==> src/rtl/pc_gen_pkg.sv <==
// Shared types and constants for the fetch PC generator.
// Optional feature macro used by this slice: PC_BTB_EN (branch target buffer).
package pc_gen_pkg;

  // Value of stall_i[0] that freezes the IF stage.
  localparam logic STOP = 1'b1;

  // Fetch sequencer states: reset hold, one boot cycle with an empty pipe, then normal fetch.
  typedef enum logic [1:0] {
    PC_S_RESET = 2'd0,
    PC_S_BOOT  = 2'd1,
    PC_S_RUN   = 2'd2
  } pc_state_e;

endpackage

==> src/rtl/pc_gen_btb.sv <==
// Direct-mapped branch target buffer for pc_gen (instantiated only with PC_BTB_EN).
// Lookup is combinational on the current fetch PC; updates land at the next clock edge,
// so a same-cycle update and lookup of one index see the old entry.
module pc_gen_btb
  import pc_gen_pkg::*;
#(
  parameter int ADDR_WIDTH = 32,
  parameter int STEP_LSB   = 2,
  parameter int ENTRIES    = 8
) (
  input  logic                  clk_i,
  input  logic                  rst_i,
  input  logic [ADDR_WIDTH-1:0] lookup_pc_i,
  output logic                  hit_o,
  output logic [ADDR_WIDTH-1:0] tgt_o,
  input  logic                  upd_i,
  input  logic [ADDR_WIDTH-1:0] upd_src_i,
  input  logic [ADDR_WIDTH-1:0] upd_tgt_i
);

  localparam int IDX_W = $clog2(ENTRIES);
  localparam int TAG_LSB = STEP_LSB + IDX_W;
  localparam int TAG_W = ADDR_WIDTH - TAG_LSB;

  logic                  valid_q [ENTRIES];
  logic                  valid_d [ENTRIES];
  logic [TAG_W-1:0]      tag_q   [ENTRIES];
  logic [TAG_W-1:0]      tag_d   [ENTRIES];
  logic [ADDR_WIDTH-1:0] tgt_q   [ENTRIES];
  logic [ADDR_WIDTH-1:0] tgt_d   [ENTRIES];

  logic [IDX_W-1:0] rd_idx_s;
  logic [TAG_W-1:0] rd_tag_s;
  logic [IDX_W-1:0] wr_idx_s;
  logic             unused_low_bits_s;

  // Byte-offset bits never take part in index or tag.
  assign unused_low_bits_s = ^{lookup_pc_i[STEP_LSB-1:0], upd_src_i[STEP_LSB-1:0]};

  assign rd_idx_s = lookup_pc_i[STEP_LSB +: IDX_W];
  assign rd_tag_s = lookup_pc_i[ADDR_WIDTH-1:TAG_LSB];
  assign wr_idx_s = upd_src_i[STEP_LSB +: IDX_W];

  // Lookup: a hit needs a valid entry whose stored tag matches the fetch PC's upper bits.
  always_comb begin
    hit_o = 1'b0;
    tgt_o = tgt_q[rd_idx_s];
    if (valid_q[rd_idx_s] && (tag_q[rd_idx_s] == rd_tag_s)) begin
      hit_o = 1'b1;
    end else begin
      hit_o = 1'b0;
    end
  end

  // Update: overwrite the indexed entry with the new branch's tag and target.
  always_comb begin
    valid_d = valid_q;
    tag_d   = tag_q;
    tgt_d   = tgt_q;
    if (upd_i) begin
      valid_d[wr_idx_s] = 1'b1;
      tag_d[wr_idx_s]   = upd_src_i[ADDR_WIDTH-1:TAG_LSB];
      tgt_d[wr_idx_s]   = upd_tgt_i;
    end else begin
      valid_d = valid_q;
    end
  end

  // Entry storage; reset invalidates every entry.
  always_ff @(posedge clk_i or posedge rst_i) begin
    if (rst_i) begin
      for (int i = 0; i < ENTRIES; i++) begin
        valid_q[i] <= 1'b0;
        tag_q[i]   <= '0;
        tgt_q[i]   <= '0;
      end
    end else begin
      valid_q <= valid_d;
      tag_q   <= tag_d;
      tgt_q   <= tgt_d;
    end
  end

endmodule

==> src/rtl/pc_gen.sv <==
// Fetch PC generator for the IF stage: sequential stepping, prioritised trap/jump
// redirects, and a req/gnt handshake (request = ce_o & ~stall_i[0]).
// Define PC_BTB_EN to add a direct-mapped BTB that predicts the sequential next PC.
module pc_gen
  import pc_gen_pkg::*;
#(
  parameter int          ADDR_WIDTH   = 32,
  parameter logic [31:0] RESET_VECTOR = 32'h0000_0000,
  parameter int          PC_STEP      = 4,
  parameter int          STALL_WIDTH  = 6,
  parameter int          BTB_ENTRIES  = 8
) (
  input  logic                   clk_i,
  input  logic                   rst_i,
  input  logic [STALL_WIDTH-1:0] stall_i,
  input  logic                   flush_int_i,
  input  logic [ADDR_WIDTH-1:0]  int_pc_i,
  input  logic                   flush_jump_i,
  input  logic [ADDR_WIDTH-1:0]  jump_pc_i,
  input  logic                   gnt_i,
`ifdef PC_BTB_EN
  input  logic                   btb_upd_i,
  input  logic [ADDR_WIDTH-1:0]  btb_src_i,
  input  logic [ADDR_WIDTH-1:0]  btb_tgt_i,
`endif
  output logic [ADDR_WIDTH-1:0]  pc_o,
  output logic                   ce_o,
  output logic                   misalign_o
);

  localparam int STEP_LSB = $clog2(PC_STEP);
  localparam logic [ADDR_WIDTH-1:0] STEP_V   = ADDR_WIDTH'(PC_STEP);
  localparam logic [ADDR_WIDTH-1:0] LOW_MASK = ADDR_WIDTH'(PC_STEP - 1);
  localparam logic [ADDR_WIDTH-1:0] RST_PC   = ADDR_WIDTH'(RESET_VECTOR);

  pc_state_e             state_q, state_d;
  logic [ADDR_WIDTH-1:0] pc_q, pc_d;
  logic                  ce_q, ce_d;
  logic                  misalign_q, misalign_d;

  logic                  redir_s;
  logic [ADDR_WIDTH-1:0] redir_tgt_s;
  logic                  btb_hit_s;
  logic [ADDR_WIDTH-1:0] btb_tgt_s;
  logic                  unused_stall_s;

  // Only the IF bit of the stall vector matters here.
  assign unused_stall_s = ^stall_i[STALL_WIDTH-1:1];

`ifdef PC_BTB_EN
  pc_gen_btb #(
    .ADDR_WIDTH (ADDR_WIDTH),
    .STEP_LSB   (STEP_LSB),
    .ENTRIES    (BTB_ENTRIES)
  ) u_btb (
    .clk_i       (clk_i),
    .rst_i       (rst_i),
    .lookup_pc_i (pc_q),
    .hit_o       (btb_hit_s),
    .tgt_o       (btb_tgt_s),
    .upd_i       (btb_upd_i),
    .upd_src_i   (btb_src_i),
    .upd_tgt_i   (btb_tgt_i)
  );
`else
  localparam int unused_btb_entries_p = BTB_ENTRIES;
  assign btb_hit_s = 1'b0;
  assign btb_tgt_s = '0;
`endif

  // Redirect select: trap beats jump; neither depends on grant or stall.
  always_comb begin
    redir_s     = 1'b0;
    redir_tgt_s = '0;
    if (flush_int_i) begin
      redir_s     = 1'b1;
      redir_tgt_s = int_pc_i;
    end else if (flush_jump_i) begin
      redir_s     = 1'b1;
      redir_tgt_s = jump_pc_i;
    end else begin
      redir_s     = 1'b0;
      redir_tgt_s = '0;
    end
  end

  // Sequencer and next-PC selection; misaligned redirect targets are forced to step alignment.
  always_comb begin
    state_d    = state_q;
    pc_d       = pc_q;
    misalign_d = 1'b0;
    case (state_q)
      PC_S_RESET: begin
        state_d = PC_S_BOOT;
        pc_d    = RST_PC;
      end
      PC_S_BOOT: begin
        state_d = PC_S_RUN;
        pc_d    = RST_PC;
      end
      PC_S_RUN: begin
        state_d = PC_S_RUN;
        if (redir_s) begin
          pc_d       = redir_tgt_s & ~LOW_MASK;
          misalign_d = |(redir_tgt_s & LOW_MASK);
        end else if (stall_i[0] == STOP) begin
          pc_d = pc_q;
        end else if (!gnt_i) begin
          pc_d = pc_q;
        end else if (btb_hit_s) begin
          pc_d = btb_tgt_s;
        end else begin
          pc_d = pc_q + STEP_V;
        end
      end
      default: begin
        state_d = PC_S_RESET;
        pc_d    = RST_PC;
      end
    endcase
    ce_d = (state_d == PC_S_RUN);
  end

  // State, PC and output registers.
  always_ff @(posedge clk_i or posedge rst_i) begin
    if (rst_i) begin
      state_q    <= PC_S_RESET;
      pc_q       <= RST_PC;
      ce_q       <= 1'b0;
      misalign_q <= 1'b0;
    end else begin
      state_q    <= state_d;
      pc_q       <= pc_d;
      ce_q       <= ce_d;
      misalign_q <= misalign_d;
    end
  end

  assign pc_o       = pc_q;
  assign ce_o       = ce_q;
  assign misalign_o = misalign_q;

endmodule

==> config.mk <==
export PLATFORM = sky130hd
export DESIGN_NAME = pc_gen
export DESIGN_NICKNAME = d
export VERILOG_FILES = /design/src/rtl/pc_gen_pkg.sv /design/src/rtl/pc_gen_btb.sv /design/src/rtl/pc_gen.sv
export SDC_FILE = /design/constraint.sdc
export NUM_CORES = 1
export LEC_CHECK = 0
export BUFFER_PORTS_ARGS = -buffer_cell sky130_fd_sc_hd__buf_2
export CORE_AREA = 2 2 75 77
export CTS_CLUSTER_SIZE = 16
export DETAILED_ROUTE_END_ITERATION = 7
export DIE_AREA = 0 0 77 79
export GPL_TIMING_DRIVEN = 0
export PLACE_DENSITY = 0.87
export REMOVE_ABC_BUFFERS = 1
export SYNTH_ARGS = -nofsm -noshare
export SYNTH_HDL_FRONTEND = slang
export SYNTH_SLANG_ARGS = --single-unit
export TNS_END_PERCENT = 30
==> constraint.sdc <==
create_clock -name clk_i -period 2.3 [get_ports clk_i]
set_input_delay 0.46 -clock clk_i [delete_from_list [all_inputs] [get_ports clk_i]]
set_output_delay 0.46 -clock clk_i [all_outputs]
set_load 0.01 [all_outputs]
Word-level counts from Yosys, hierarchy flattened
Cells that the tools add are included.
W data, S select, Z words.
{ "op_classes": {"add_sub_neg": 1, "n_eq_ne": 5, "muxes": 11, "reduce_logical": 4} }
{ "op_table": {"columns": ["cell", "n"], "rows": [
  ["$mux W32", 6],
  ["$add A32 B3 Y32 const B", 1],
  ["$ne A3 B3 Y1 const B", 2],
  ["$eq A2 B2 Y1 const B", 2],
  ["$mux W1", 4],
  ["$pmux W2 S2", 1],
  ["$reduce_or A2 Y1", 2],
  ["$eq A2 B1 Y1 const B", 1],
  ["$logic_not A2 Y1", 1],
  ["$reduce_and A2 Y1", 1]
]} }
{ "word_totals": {"reg_bits": 36, "in_bits": 75, "output_inout_bits": 34} }

Longest topological paths before layout
Gate-level depths: netlist (run 1).
{ "logic_depth": {"word_depth": 5, "mapped_depth": 9, "ltp_nobuf": 7} }

Worst setup path after synthesis (run 1)
OpenSTA, ideal clock, no wires.
{ "synth_timing": {"path_kind": "reg-to-reg", "startpoint": "register pc_q[2] (netlist: pc_o[2])", "endpoint": "register pc_q[24] (netlist: pc_o[24])", "arrival_ns": 1.687, "path_slack_ns": 0.492, "stages_incl_launch_ff": 7, "n_path_buf": 0, "synth_period_minus_slack_ns": 1.808, "path_cell_list": "dfrtp_1 -> ha_1 -> nand4_1 -> nor4_2 -> nand3_1 -> a21o_1 -> a22o_1"} }
{ "synth_via": {"elab_chain_cells": 5} }
{ "synth_lines": {"columns": ["element", "line_no", "text"], "rows": [
  ["start: declaration", "pc_gen.sv:37", "logic [ADDR_WIDTH-1:0] pc_q, pc_d;"],
  ["start signal: assignment", "pc_gen.sv:133", "pc_q <= pc_d;"],
  ["$add A32 B3 Y32", "pc_gen.sv:113", "pc_d = pc_q + STEP_V;"],
  ["$mux W32", "pc_gen.sv:108", "end else if (!gnt_i) begin"],
  ["$mux W32", "pc_gen.sv:106", "end else if (stall_i[0] == STOP) begin"],
  ["$mux W32", "pc_gen.sv:103", "if (redir_s) begin"],
  ["$mux W32", "pc_gen.sv:92", "case (state_q)"]
]} }
Every way passes these cells. The select of a mux whose other input is x is not followed.
A chain may end at the register's enable or synchronous reset.

Worst setup path in the final report (run 1)
{ "layout_timing": {"startpoint": "register pc_q[2] (netlist: pc_o[2])", "endpoint": "register pc_q[28] (netlist: pc_o[28])"} }
Same word-level chain as after synthesis.

==> results of run 1 <==
area by class of cell:
cell class | count | area (um^2)
Fill cell | 508 | 2260
Multi-Input combinational cell | 230 | 1500
Sequential cell | 33 | 826
Timing Repair Buffer | 101 | 505
Clock buffer | 7 | 96.3
Tap cell | 72 | 90.1
Inverter | 15 | 56.3
Clock inverter | 1 | 5.00
metal layers:
metal  wire, um  part of all wire
met5          0                 0
met4        125             0.017
met3        474             0.065
met2       3530              0.48
met1       3180              0.44
flip-flops by register name (all words and copies together), names as in the netlist:
| signal | count |
|---|---|
| state_q | 1 |
| ce_o | 1 |
| misalign_o | 1 |
| pc_o | 30 |
path summary, 6_finish.rpt:
check	slack, ps	end	from	cells past startpoint
max	210	pc_o[28]	pc_o[2]	6
min	280	pc_o[26]	rst_i	2
max reg2reg	210	pc_o[28]	pc_o[2]	6
min reg2reg	550	pc_o[19]	pc_o[19]	1
max in group asynchronous	1540	pc_o[6]	rst_i	2
min in group clk_i	460	pc_o[4]	int_pc_i[4]	3
synthesized netlist by cell type, types with 2 or more instances:
cell type	instances
dfrtp_1	33
nor2_1	31
o21ai_0	25
o22ai_1	23
nand2_1	15
a22o_1	14
nand4_1	14
inv_1	13
a21oi_1	12
buf_2	11
a21o_1	9
nand3_1	9
o31ai_1	7
and4_1	6
o2bb2ai_1	6
and3_1	4
nand2b_1	4
nor3_1	4
o221ai_1	4
and2_1	3
buf_1	3
buf_4	3
buf_6	3
ha_1	3
or4_1	3
a211oi_1	2
a22oi_1	2
clkbuf_1	2
inv_2	2
mux2i_1	2
nand4_4	2
o211ai_1	2
o21ai_1	2
power breakdown:
| part | total [mW] | leakage, nW | internal [mW] | switching (mW) |
|---|---|---|---|---|
| Sequential | 0.789 | 0.364 | 0.660 | 0.128 |
| Combinational | 0.567 | 0.986 | 0.250 | 0.318 |
| Clock | 0.507 | 0.0542 | 0.271 | 0.236 |
logic make-up (layout without fill, tap and decap cells):
group,after synthesis,in the layout,share of synthesized area
other,1,2,0.00151
muxes,2,2,0.00806
buffers and inverters,37,124,0.0751
DFF,33,33,0.333
and+or+nand+nor,105,105,0.243
xor gates and xnor gates,1,1,0.00353
AOI/OAI and AO/OA,117,117,0.321
adders and majority gates,3,3,0.0151
through the flow:
stage / cell area [um^2] / instances / TNS, ps / power (mW) / util
floorplan: 2360 / 278 / 0 / 1.11 / -
global placement: 2950 / 451 / -21980 / 1.33 / 0.553
detailed placement: 2950 / 451 / -21730 / 1.35 / 0.553
CTS: 3060 / 459 / 0 / 1.86 / 0.573
global route: 3080 / 459 / 0 / 1.96 / 0.576
finish: 3080 / 459 / 0 / 1.86 / 0.576
timing repair:
item	4_1_cts	5_1_grt
pin swaps	0	0
gates resized for setup	2	4
endpoints found under the setup margin	30	15
critical path: cells and delay by family (launching register included):
family	cells	cell delay, ps
DFF	1	480
adders and majority gates	1	280
and+or+nand+nor	5	1270
==> metrics.md, run 1 <==
| Metric | Value |
|---|---|
| Global-route wire length before repair | `12,000 um` |
| Final worst slack | `213 ps` |
| Synth area leaders | `dfrtp_1 33%, o22ai_1 5.8%, o21ai_0 5.0%` |
| Setup bufs post-CTS | `0` |
| Worst-path cell chain | `ha_1 > nand4_1 > nor4_4 > nand4_1 > or4_1 > nand3_1` |
| Arr. time, crit path | `2320 ps` |
| Final Max Tran Viols | `0` |
| Syn Area/Cell | `8.30 um^2` |
| Vias in the first global route | `2,554` |
| Power per cell area | `606 mW/mm^2` |
| Ports | `109` |
| Critical path's slowest cell | `dfrtp_1` |
| Core ar. | `0.00534 mm^2` |
| Die X | `77 um` |
| Synth async-reset ratio | `1.00` |
| Root buffer cell | `clkbuf_8` |
| Max cap viols | `0` |
| Status | `finished clean` |
| EDFF count, synth | `0` |
| Top FF cell, synth | `dfrtp_1` |
| Clock-pin slew on the worst setup and hold paths | `70 ps` |
| RSZ-0062 raised after global routing | `false` |
| TritonCTS buffer count | `5` |
| Vias per cell | `5.93` |
| CTS tree | `done` |
| Full die area | `0.00608 mm^2` |
| Initial antenna violation count | `0` |
| Met2 Usage GRT | `0.429` |
| GR Util met3 | `0.0420` |
| Most frequent CP cell | `nand4_1` |
| ANT nets after route | `0` |
| Worst skew pair latency | `290 ps` |
| Fin Clk Skew | `4.66 ps` |
| Worst-path fanout max | `7` |
| Layout cells sized above 1 | `0.326` |
| Layout area overhead | `23.9%` |
| Max Clk Rate | `479 MHz` |
| Row count | `27` |
| Final hold violations | `0` |
| Hold slack final | `283 ps` |
| Die Ht | `79 um` |
| Routability cong. | `0.844` |
| Post-synth top area share | `0.333` |
| Initial Utilization | `0.465` |
| Period utilization | `0.907` |
| # DRC | `0` |
| Post-synth top area cell | `dfrtp_1` |
| Crit. End Element | `flip-flop` |
| Pre-CTS setup slack | `-948 ps` |
| Port bufs | `101` |
| Hold crit path type | `in2async` |
| WP data required | `2530 ps` |
| Starting DRT DRC Count | `254` |
| Routed via count | `2,720` |
| Count of state elements after synthesis | `33` |
| Crit Path Class | `reg2reg` |
| Sequential share of the synthesized area | `0.333` |
| Worst slew margin | `0.481` |
| Tightest Pin Transition | `779 ps` |
| # hold bufs at CTS | `0` |
| Warnings, synthesis | `0` |
| Detailed Place HPWL | `5230 um` |
| Max VDD drop | `0.337 mV` |
| Fin crit period | `2090 ps` |
| Distinct cells, synth | `54` |
| Nets | `464` |
| Pre-antenna DRT Iters | `4` |
| Total global routing overflow | `0` |
| Clock Tree Buf Depth | `2` |
| GR peak layer | `met2` |
| WL per Instance | `15.9 um` |
| CP startpoint kind | `flip-flop` |
| WL final | `7310 um` |
| CTS H-tree depth | `2` |
| Tot GR Track Use | `0.243` |
| Most common cell after layout, fill and taps aside | `buf_2` |
| Max stage delay on crit path | `480 ps` |
| Ant. Diodes | `0` |
| Lkg Pwr | `1.40 nW` |
| Largest net degree at the start of global routing | `34` |
| Commonest non-fill, non-tap cells in the layout | `101 x buf_2, 33 x dfrtp_1, 30 x nor2_1` |
| Clock tree sinks | `33` |
| Final setup violation count | `0` |
| Synth Instances | `299` |
| M1 GR Usage | `0.299` |
| Cell Area, Synth | `0.00248 mm^2` |
Note: power is estimated with default switching activity, not from simulation.
==> run 2: changes to the inputs <==
--- a/config.mk
+++ b/config.mk
@@ -5,11 +5,12 @@
 export SDC_FILE = /design/constraint.sdc
 export NUM_CORES = 1
 export LEC_CHECK = 0
+export ABC_AREA = 1
 export BUFFER_PORTS_ARGS = -buffer_cell sky130_fd_sc_hd__buf_2
-export CORE_AREA = 2 2 75 77
+export CORE_AREA = 2 2 77 79
 export CTS_CLUSTER_SIZE = 16
 export DETAILED_ROUTE_END_ITERATION = 7
-export DIE_AREA = 0 0 77 79
+export DIE_AREA = 0 0 79 81
 export GPL_TIMING_DRIVEN = 0
 export PLACE_DENSITY = 0.87
 export REMOVE_ABC_BUFFERS = 1
==> run 2 against run 1 <==
Effect of this change:
- cell count up 29%
- cell area is 5.3% higher
- wire length rose by 0.27%
- critical path depth up 2
- sequential share of layout area fell by 1.3 points
- sequential power decreased by 3.5%
- clock skew grew 7.1 ps
- non-clock buffer count unchanged
- register-to-register slack gained 390 ps
- utilization decreased by 0.57 points
- via count is 11% higher
- first-iteration DRC count shrank 42%
- critical path type is now in2reg
==> metrics.md, run 2 <==
| Metric | Value |
|---|---|
| Tightest Pin Transition | `723 ps` |
| # DRC | `0` |
| Clock Tree Buf Depth | `2` |
| Distinct cells, synth | `29` |
| Arr. time, crit path | `2060 ps` |
| WL final | `7330 um` |
| Final Max Tran Viols | `0` |
| Port bufs | `101` |
| Worst-path fanout max | `30` |
| Top FF cell, synth | `dfrtp_1` |
| Setup TNS | `0 ps` |
| Fin Clk Skew | `11.8 ps` |
| Nets | `593` |
| Period utilization | `0.809` |
| # hold bufs at CTS | `0` |
| CTS tree | `done` |
| Fin crit period | `1860 ps` |
| Hold crit path type | `in2async` |
| Ant. Diodes | `0` |
| Post-synth top area cell | `dfrtp_1` |
| CTS H-tree depth | `2` |
| EDFF count, synth | `0` |
| Crit. End Element | `flip-flop` |
| CTS resizes | `0` |
| Lkg Pwr | `1.66 nW` |
| Pre-antenna DRT Iters | `4` |
| Syn Area/Cell | `6.33 um^2` |
| Largest net degree at the start of global routing | `34` |
| Max cap viols | `0` |
| Setup bufs post-CTS | `0` |
| Placed Cells incl. Taps | `583` |
| Largest register FFs | `30` |
| ANT nets after route | `0` |
| Tot GR Track Use | `0.238` |
| Warnings, synthesis | `0` |
| Initial Utilization | `0.468` |
| Clock-pin slew on the worst setup and hold paths | `80 ps` |
| Count of state elements after synthesis | `33` |
| Commonest non-fill, non-tap cells in the layout | `145 x nand2_1, 101 x buf_2, 59 x nor2_1` |
| Cell Area, Synth | `0.00266 mm^2` |
| Max Clk Rate | `537 MHz` |
| Max VDD drop | `0.298 mV` |
| Worst skew pair latency | `290 ps` |
| Most frequent cells after synthesis | `145 x nand2_1, 59 x nor2_1, 36 x inv_1, 33 x dfrtp_1, 29 x nand3_1` |
| Clock tree sinks | `33` |
| Ports | `109` |
| Sequential share of the synthesized area | `0.311` |
| Starting DRT DRC Count | `148` |
| Full die area | `0.00640 mm^2` |
| Initial antenna violation count | `0` |
| Vias in the first global route | `2,744` |
| Fin cells | `590` |
| Synth async-reset ratio | `1.00` |
| Crit Path Class | `in2reg` |
| Most common cell after layout, fill and taps aside | `nand2_1` |
| RSZ-0062 raised after global routing | `false` |
| Final setup violation count | `0` |
| Fillers | `581` |
| Routability cong. | `0.852` |
| Row count | `28` |
| Total global routing overflow | `0` |
| Power per cell area | `533 mW/mm^2` |
| Status | `finished clean` |
| Die Ht | `81 um` |
| WP data required | `2500 ps` |
| Layout area overhead | `21.9%` |
| Post-synth top area share | `0.311` |
| Routed via count | `3,028` |
| Die X | `79 um` |
| Core ar. | `0.00568 mm^2` |
| Detailed Place HPWL | `5330 um` |
| Synth area leaders | `dfrtp_1 31%, nand2_1 20%, nor2_1 8.3%` |
| Layout cells sized above 1 | `0.268` |
| Synth Instances | `420` |
| Global-route wire length before repair | `12,200 um` |
| Most frequent cell after synthesis | `nand2_1` |
| CP startpoint kind | `input port` |
| Vias per cell | `5.13` |
| TritonCTS buffer count | `5` |
| WL per Instance | `12.4 um` |
| Root buffer cell | `clkbuf_8` |
| Worst slew margin | `0.517` |
| Final hold violations | `0` |
## run 2: changes by cell type after synthesis, moves of 7 or more
cell and delta:
nand2_2 +8, a22o_1 -14, nand2_1 +130, nor2_1 +28, nand4_1 -12, a21o_1 -9, inv_1 +23, nor2_4 +8
nor2_2 +7, nand3_1 +20
## run 2: cell type report
| type | count | area [um^2] | share of cell area |
|---|---|---|---|
| Multi-Input combinational cell | 336 | 1590 | 0.489 |
| Sequential cell | 33 | 826 | 0.255 |
| Timing Repair Buffer | 101 | 505 | 0.156 |
| Inverter | 38 | 143 | 0.0440 |
| Tap cell | 75 | 93.8 | 0.0290 |
| Clock buffer | 7 | 86.3 | 0.0267 |
## run 2: logic make-up (layout without fill, tap and decap cells)
kind of cell | after synthesis | after routing | share of synthesized area
fa+ha+maj | 3 | 3 | 0.0141
simple gates | 276 | 276 | 0.462
buf+inv | 52 | 146 | 0.0942
flops | 33 | 33 | 0.311
compound gates | 54 | 54 | 0.114
xor+xnor | 1 | 1 | 0.00330
other cells | 1 | 2 | 0.00141
## run 2: path summary, 6_finish.rpt
kind                         startpoint  endpoint  slack (ps)  cells after the start
setup / recovery            flush_int_i   pc_o[4]         440                      8
hold / removal                    rst_i  pc_o[25]         280                      2
setup reg to reg             state_q[0]   pc_o[7]         600                      9
hold reg to reg                pc_o[31]  pc_o[31]         550                      2
max in group asynchronous         rst_i   pc_o[7]        1540                      2
min in group clk_i         jump_pc_i[3]   pc_o[3]         480                      3
## run 2: power breakdown
group / total [mW] / switching, mW / internal (mW) / leakage, nW
clock network: 0.454 / 0.217 / 0.238 / 0.0443
registers: 0.761 / 0.111 / 0.649 / 0.382
logic: 0.511 / 0.304 / 0.206 / 1.24
## run 2: critical path: stages
cell and delay [ps]:
buf_2 140, inv_2 400, nand2_2 510, inv_1 190, nand2_1 70, nand2_1 60, a31oi_1 40, o21ai_0 190
## run 2: metal layers
layer / share of wire / track usage / wire length, um / up-vias
met5: 0 / 0 / 0 / -
met4: 0.0083 / 0.0569 / 61 / 0
met3: 0.059 / 0.0444 / 429 / 7
met2: 0.50 / 0.449 / 3680 / 94
met1: 0.43 / 0.279 / 3160 / 1389
li1: - / - / - / 1538
## run 2: metrics by stage
stage               area, um^2  utilization  hold WS (ps)  power (mW)  setup WS (ps)
floorplan                 2550            -           552        1.06            779
global placement          3150        0.556           508        1.26            207
detailed placement        3150        0.556           524        1.28           97.1
CTS                       3240        0.571           471        1.73            388
global route              3240        0.571           338        1.83            174
finish                    3240        0.571           277        1.73            438
